## src/rtl/apb_initiator_pkg.sv

```systemverilog
// Shared types and constants for the APB initiator.
// FSM state encoding and the default timeout length.
package apb_initiator_pkg;

    localparam int APB_INIT_DEFAULT_TIMEOUT = 256;

    typedef enum logic [1:0] {
        IDLE   = 2'd0,
        SETUP  = 2'd1,
        ACCESS = 2'd2
    } apb_init_state_e;

endpackage

```

## src/rtl/apb_initiator.sv

```systemverilog
// Single-outstanding APB initiator bridging a req/gnt port to APB.
// Optional ACCESS timeout enabled by defining APB_INITIATOR_TIMEOUT_EN.
module apb_initiator
    import apb_initiator_pkg::*;
#(
    parameter int APB_ADDR_WIDTH = 32,
    parameter int APB_DATA_WIDTH = 32,
    parameter int TIMEOUT_CYCLES = APB_INIT_DEFAULT_TIMEOUT
) (
    input  logic                      clk_i,
    input  logic                      rst_i,
    input  logic                      req_i,
    output logic                      gnt_o,
    input  logic [APB_ADDR_WIDTH-1:0] addr_i,
    input  logic                      we_i,
    input  logic [APB_DATA_WIDTH-1:0] wdata_i,
    output logic                      rvalid_o,
    output logic [APB_DATA_WIDTH-1:0] rdata_o,
    output logic                      err_o,
    output logic                      psel_o,
    output logic                      penable_o,
    output logic                      pwrite_o,
    output logic [APB_ADDR_WIDTH-1:0] paddr_o,
    output logic [APB_DATA_WIDTH-1:0] pwdata_o,
    input  logic [APB_DATA_WIDTH-1:0] prdata_i,
    input  logic                      pready_i,
    input  logic                      pslverr_i
);

    apb_init_state_e state_q, state_d;

    logic [APB_ADDR_WIDTH-1:0] addr_q;
    logic [APB_DATA_WIDTH-1:0] wdata_q;
    logic [APB_DATA_WIDTH-1:0] rdata_q;
    logic we_q;
    logic rvalid_q;
    logic err_q;

    logic in_idle;
    logic in_access;
    logic tout;
    logic done;

    assign in_idle   = (state_q == IDLE);
    assign in_access = (state_q == ACCESS);
    assign gnt_o     = in_idle & req_i;

`ifdef APB_INITIATOR_TIMEOUT_EN
    localparam int CW = $clog2(TIMEOUT_CYCLES + 1);
    localparam logic [CW-1:0] CNT_LIMIT = CW'(TIMEOUT_CYCLES);

    logic [CW-1:0] cnt_q;

    // A ready on the would-be timeout cycle wins over the timeout.
    assign tout = in_access & ~pready_i
                & ((cnt_q + CW'(1)) == CNT_LIMIT);

    always_ff @(posedge clk_i) begin
        if (rst_i) begin
            cnt_q <= '0;
        end else if (gnt_o) begin
            cnt_q <= '0;
        end else if (in_access && !pready_i) begin
            cnt_q <= cnt_q + CW'(1);
        end
    end
`else
    assign tout = 1'b0;
`endif

    assign done = in_access & (pready_i | tout);

    always_comb begin
        state_d = state_q;
        unique case (state_q)
            IDLE:    if (req_i) state_d = SETUP;
            SETUP:   state_d = ACCESS;
            ACCESS:  if (done) state_d = IDLE;
            default: state_d = IDLE;
        endcase
    end

    always_ff @(posedge clk_i) begin
        if (rst_i) begin
            state_q  <= IDLE;
            addr_q   <= '0;
            we_q     <= 1'b0;
            wdata_q  <= '0;
            rvalid_q <= 1'b0;
            err_q    <= 1'b0;
            rdata_q  <= '0;
        end else begin
            state_q <= state_d;
            if (gnt_o) begin
                addr_q  <= addr_i;
                we_q    <= we_i;
                wdata_q <= wdata_i;
            end
            rvalid_q <= done;
            err_q    <= tout | (done & pslverr_i);
            // Writes and timeouts return zero data.
            if (done && pready_i && !we_q) begin
                rdata_q <= prdata_i;
            end else begin
                rdata_q <= '0;
            end
        end
    end

    assign psel_o    = ~in_idle;
    assign penable_o = in_access;
    assign pwrite_o  = ~in_idle & we_q;
    assign paddr_o   = in_idle ? '0 : addr_q;
    assign pwdata_o  = in_idle ? '0 : wdata_q;

    assign rvalid_o = rvalid_q;
    assign err_o    = err_q;
    assign rdata_o  = rdata_q;

endmodule

```

## config.mk

```make
export PLATFORM = sky130hd
export DESIGN_NAME = apb_initiator
export DESIGN_NICKNAME = d
export VERILOG_FILES = /design/src/rtl/apb_initiator_pkg.sv /design/src/rtl/apb_initiator.sv
export SDC_FILE = /design/constraint.sdc
export NUM_CORES = 1
export LEC_CHECK = 0
export BUFFER_PORTS_ARGS = -buffer_cell sky130_fd_sc_hd__buf_2
export CAP_MARGIN = 20
export CELL_PAD_IN_SITES_DETAIL_PLACEMENT = 1
export CELL_PAD_IN_SITES_GLOBAL_PLACEMENT = 2
export CORE_MARGIN = 2
export CORE_UTILIZATION = 27
export CTS_BUF_LIST = sky130_fd_sc_hd__clkbuf_16
export CTS_CLUSTER_DIAMETER = 40
export CTS_CLUSTER_SIZE = 28
export DETAILED_ROUTE_END_ITERATION = 12
export MAX_ROUTING_LAYER = met4
export PLACE_DENSITY = 0.79
export SLEW_MARGIN = 20
export SYNTH_ARGS = -nofsm -noshare
export SYNTH_HDL_FRONTEND = slang
export SYNTH_SLANG_ARGS = --single-unit
```

## constraint.sdc

```tcl
create_clock -name clk_i -period 1.5 [get_ports clk_i]
set_clock_uncertainty 0.1 [all_clocks]
set_input_delay 0.3 -clock clk_i [delete_from_list [all_inputs] [get_ports clk_i]]
set_output_delay 0.3 -clock clk_i [all_outputs]
set_load 0.03 [all_outputs]
```

Yosys cells after proc, flatten, opt, wreduce, memory -nomap -nowiden
Cells that the tools add are included.
{ "word_totals": {"elab_cells": 28, "reg_bits": 101, "in_bits": 102, "output_inout_bits": 102} }
{ "op_classes": {"bitwise": 6, "eq_ne": 4, "muxes": 5, "n_reduce_logical": 6} }
{ "op_table": {"columns": ["op", "count"], "rows": [
  ["$mux W32", 2],
  ["$pmux W2 S3", 1],
  ["$and A1 B1 Y1", 4],
  ["$mux W2", 2],
  ["$eq A2 B1 Y1 const B", 1],
  ["$eq A2 B2 Y1 const B", 1],
  ["$logic_and A1 B1 Y1", 2],
  ["$logic_not A2 Y1", 1],
  ["$ne A2 B1 Y1 const B", 1],
  ["$ne A2 B2 Y1 const B", 1],
  ["$not A1 Y1", 2],
  ["$reduce_and A2 Y1", 1],
  ["$reduce_or A2 Y1", 1],
  ["$logic_not A1 Y1", 1]
]} }

Longest topological paths before layout
{ "depth": {"ltp_word": 6, "mapped_depth": 4, "ltp_nobuf": 2} }

Worst setup path before layout
Ideal clock, no wire load.
{ "synth_timing": {"kind": "flip-flop to output port", "start": "register state_q[0]", "end": "output pwdata_o[22]", "path_buffers": 1, "stages_incl_launch_ff": 4, "slack_ns": -0.197, "arrival_ns": 1.297, "required_ns": 1.100, "cell_sequence": "dfxtp_1 > or2_1 > clkbuf_1 > and2_1"} }
{ "synth_between": {"elab_chain_len": 2} }
{ "synth_lines": {"columns": ["element", "line", "source"], "rows": [
  ["start: declaration", "apb_initiator.sv:30", "apb_init_state_e state_q, state_d;"],
  ["start signal: assignment", "apb_initiator.sv:93", "state_q <= state_d;"],
  ["$logic_not A2 Y1", "apb_initiator.sv:44", "assign in_idle = (state_q == IDLE);"],
  ["$mux W32", "apb_initiator.sv:114", "assign pwdata_o = in_idle ? '0 : wdata_q;"],
  ["end: declaration", "apb_initiator.sv:24", "output logic [APB_DATA_WIDTH-1:0] pwdata_o,"]
]} }
No other way between the ends.

Final worst setup path
{ "layout_timing": {"start": "register state_q[1]", "end": "output paddr_o[24]"} }
{ "layout_between": {"elab_chain_len": 2} }
{ "layout_lines": {"columns": ["element", "line", "source"], "rows": [
  ["$logic_not A2 Y1", "apb_initiator.sv:44", null],
  ["$mux W32", "apb_initiator.sv:113", "assign paddr_o = in_idle ? '0 : addr_q;"],
  ["end: declaration", "apb_initiator.sv:23", "output logic [APB_ADDR_WIDTH-1:0] paddr_o,"]
]} }
No other way between the ends.

==> impl_metrics.csv <==
group,metric,value,unit
worst_setup_path,cp.required,1100,ps
finish,antenna_cells_inserted,0,
worst_setup_path,rr_endpoint,"addr_q[21]",
yosys,ys_warn_count,0,
worst_setup_path,worst_setup_path_end_kind,"primary output",
timing,setup_viol,131,
floorplan,die_width,131.2,um
yosys,postSynthAreaPerCell,9.921,um2
timing,slew_viol_final,0,
clock_network,cts_buffers,9,
global_route,track_usage,15.17,%
yosys,syn_nets,542,
routing,drcViolationCount,0,
yosys,yosysTopAreaCell,"dfxtp_1",
timing,finalWorstSetupSlack,-368.5,ps
timing,fin_crit_sh,124.6,%
global_route,grt_overflow,0,
yosys,synthDominantCellAreaShare,46.32,%
worst_setup_path,slowest_stage,"dfxtp_2",
worst_hold_path,hold_class,"primary input to flop",
yosys,syn_area,0.004365,mm2
clock_network,holdBufCountCts,0,
yosys,yosys_register_bits,101,
job,cap_violations,0,
worst_setup_path,slowest_delay,320,ps
yosys,synth_edf_count,0,
timing,finalHoldViolations,0,
finish,layout-drive-gt1-share,51.51,%
floorplan,core_area,0.01583,mm2
routing,drt-vias-per-instance,4.289,
timing,fmax,535.2,MHz
yosys,synth.most_common_cell,"nand2b_1",
pwr,power,6275,uW
placement,placed_cells,841,
finish,final_cells,880,
worst_hold_path,hp-start,"pslverr_i",
yosys,syn_inst,440,
global_route,grt_start_max_net_pins,49,
clock_network,cts_tree,"done",
floorplan,io_pins,204,
worst_setup_path,r2r-start,"state_q[1]",
yosys,ys_top_cells_by_area,"dfxtp_1, nand2b_1, mux2i_1",
yosys,yosysUniqueCellTypes,16,
worst_setup_path,reg2reg_depth,7,
yosys,async_flop_share,0,%
finish,final_core_util,44.39,%
routing,drt-initial-drc-count,68,
placement,placement.io_buffers,203,
worst_hold_path,min_path_cells,3,
floorplan,dieArea,0.01720,mm2
worst_setup_path,critical_path_cell_count,4,
routing,drt_first_pass_iters,4,
placement,place_hpwl,9108,um
yosys,synth_flop_cell,"dfxtp_1",
pwr,p_leak,0.003198,uW
timing,relSlewSlack,62.88,%
clock_network,clockBufferDepth,2,
floorplan,dieHeight,131.2,um
worst_setup_path,worstPathMaxFanout,26,
worst_setup_path,crit_chain,"or2_4 -> buf_12 -> and2_2 -> buf_6",
routing,ant_nets,0,
finish,area.growth.synth_to_final,60.93,%
floorplan,initial_core_util,27.58,%
worst_hold_path,hold_end,"err_o",
clock_network,root_buffer,"clkbuf_16",
worst_setup_path,cp-start-kind,"flop",
clock_network,htree_levels,3,
finish,multiInputGateArea,0.002487,mm2
clock_network,clk_latency,340,ps
worst_setup_path,crit_type,"flop to primary output",
finish,fillCellCount,1767,
routing,dr_total_vias,3774,
worst_setup_path,crit_buf_inv,2,
pwr,power_per_cell_area,893.2,mW/mm2
clock_network,cts_sinks,101,
worst_setup_path,critPathArrivalTime,1470,ps
pwr,ir_worst_vdd,0.0004442,V
clock_network,path_clk_slew,70,ps
global_route,grt_pass1_vias,4053,
routing,wirelength,13810,um
routing,wl_per_cell,15.69,um
finish,regArea,0.002023,mm2
global_route,grt_first_pass_wirelength,20570,um
worst_setup_path,crit_family,"simple AND/OR/NAND/NOR gates",
timing,rsz0062_at_grt,"yes",
run_status,violations,"negative setup slack",
yosys,synth_commonest_cells,"nand2b_1, dfxtp_1, and2_1, mux2i_1, nor3b_1",
timing,worst_pin_slew,556.9,ps
timing,min_period,1868,ps
run_status,status,"finished with violations",
timing,setup_tns,-24830,ps
worst_setup_path,rrSetupSlack,-110,ps
placement,gp_congestion,0.7222,
finish,nNetsFinal,761,
floorplan,rows,46,
yosys,synth-seq-area-share,46.32,%
global_route,antenna_found_initial,0,
==> worst register-to-register path: cells and delay by family (launching register included) <==
kind	cells	cell delay (ps)
flops	1	320
buf+inv	5	660
mux	1	210
simple gates	1	250
==> layer usage <==
layer	vias to the layer above	part of all wire (%)	GRT usage, %
li1	1837	-	-
met1	1797	41	17.50
met2	130	53	25.38
met3	10	5.6	4.938
met4	0	0.93	4.227
met5	-	0	-
==> cell families after synthesis <==
logic type / count (synthesis) / share of synthesized area, %
AO/OA/AOI/OAI: 1 / 0.1145
flip-flops: 101 / 46.32
multiplexers: 65 / 14.90
buffers and inverters: 38 / 3.812
AND/OR/NAND/NOR: 235 / 34.85
==> registers in the layout (all words and copies together) (netlist names) <==
name / cells
addr_q: 32
rdata_o: 32
wdata_q: 32
state_q: 2
err_o: 1
rvalid_o: 1
we_q: 1
==> cell type report <==
cell class,count,area share (%)
Clock buffer,9,3.206
Sequential cell,101,28.80
Inverter,2,0.1069
Multi-Input combinational cell,301,35.41
Timing Repair Buffer,244,28.01
Clock inverter,7,0.6233
Tap cell,216,3.847
==> placed cells by master, fill, tap and decap left out, drive strengths merged <==
cell,netlist,layout
nor2,1,1
or2,1,1
a21oi,1,1
or3b,1,1
mux2i,65,65
clkbuf,25,18
nor2b,2,2
nand4bb,1,1
dfxtp,101,101
clkinv,0,4
nand2b,131,131
buf,11,235
inv,2,3
nor3b,33,33
and2,65,65
clkinvlp,0,2
==> per-stage QoR <==
stage          instance area [um2]  setup WS [ps]  hold WS [ps]
2_1_floorplan                 4422         -32.46         312.2
3_3_place_gp                  5789         -101.3         354.6
3_5_place_dp                  5789         -128.0         362.6
4_1_cts                       6464         -388.2         64.86
5_1_grt                       7025         -427.3         72.69
6_report                      7025         -368.5         88.40
==> worst max-delay path by stage <==
stage                    start          end  slack [ps]
floorplan           state_q[0]  paddr_o[13]         -30
global placement    state_q[1]  paddr_o[15]        -100
detailed placement  state_q[1]  paddr_o[28]        -130
CTS                 state_q[1]  pwdata_o[4]        -390
global route        state_q[1]  paddr_o[19]        -430
finish              state_q[1]  paddr_o[24]        -370
==> power breakdown <==
group	total (uW)	switching (uW)	internal (uW)	leakage, uW
Combinational	1240	587	656	0.00224
Sequential	2890	71.9	2820	0.000826
Clock	2140	1030	1110	0.000128
Total	6280	1680	4590	0.00320
==> repair_timing <==
action                     in CTS  in global routing
pin swaps                       1                 27
setup buffers                   1                 12
gates resized for setup       136                 59
hold endpoints to repair        0                  0
setup endpoints to repair      68                138
gates cloned                    0                 11
No activity file was read; power rests on OpenSTA's default activity.
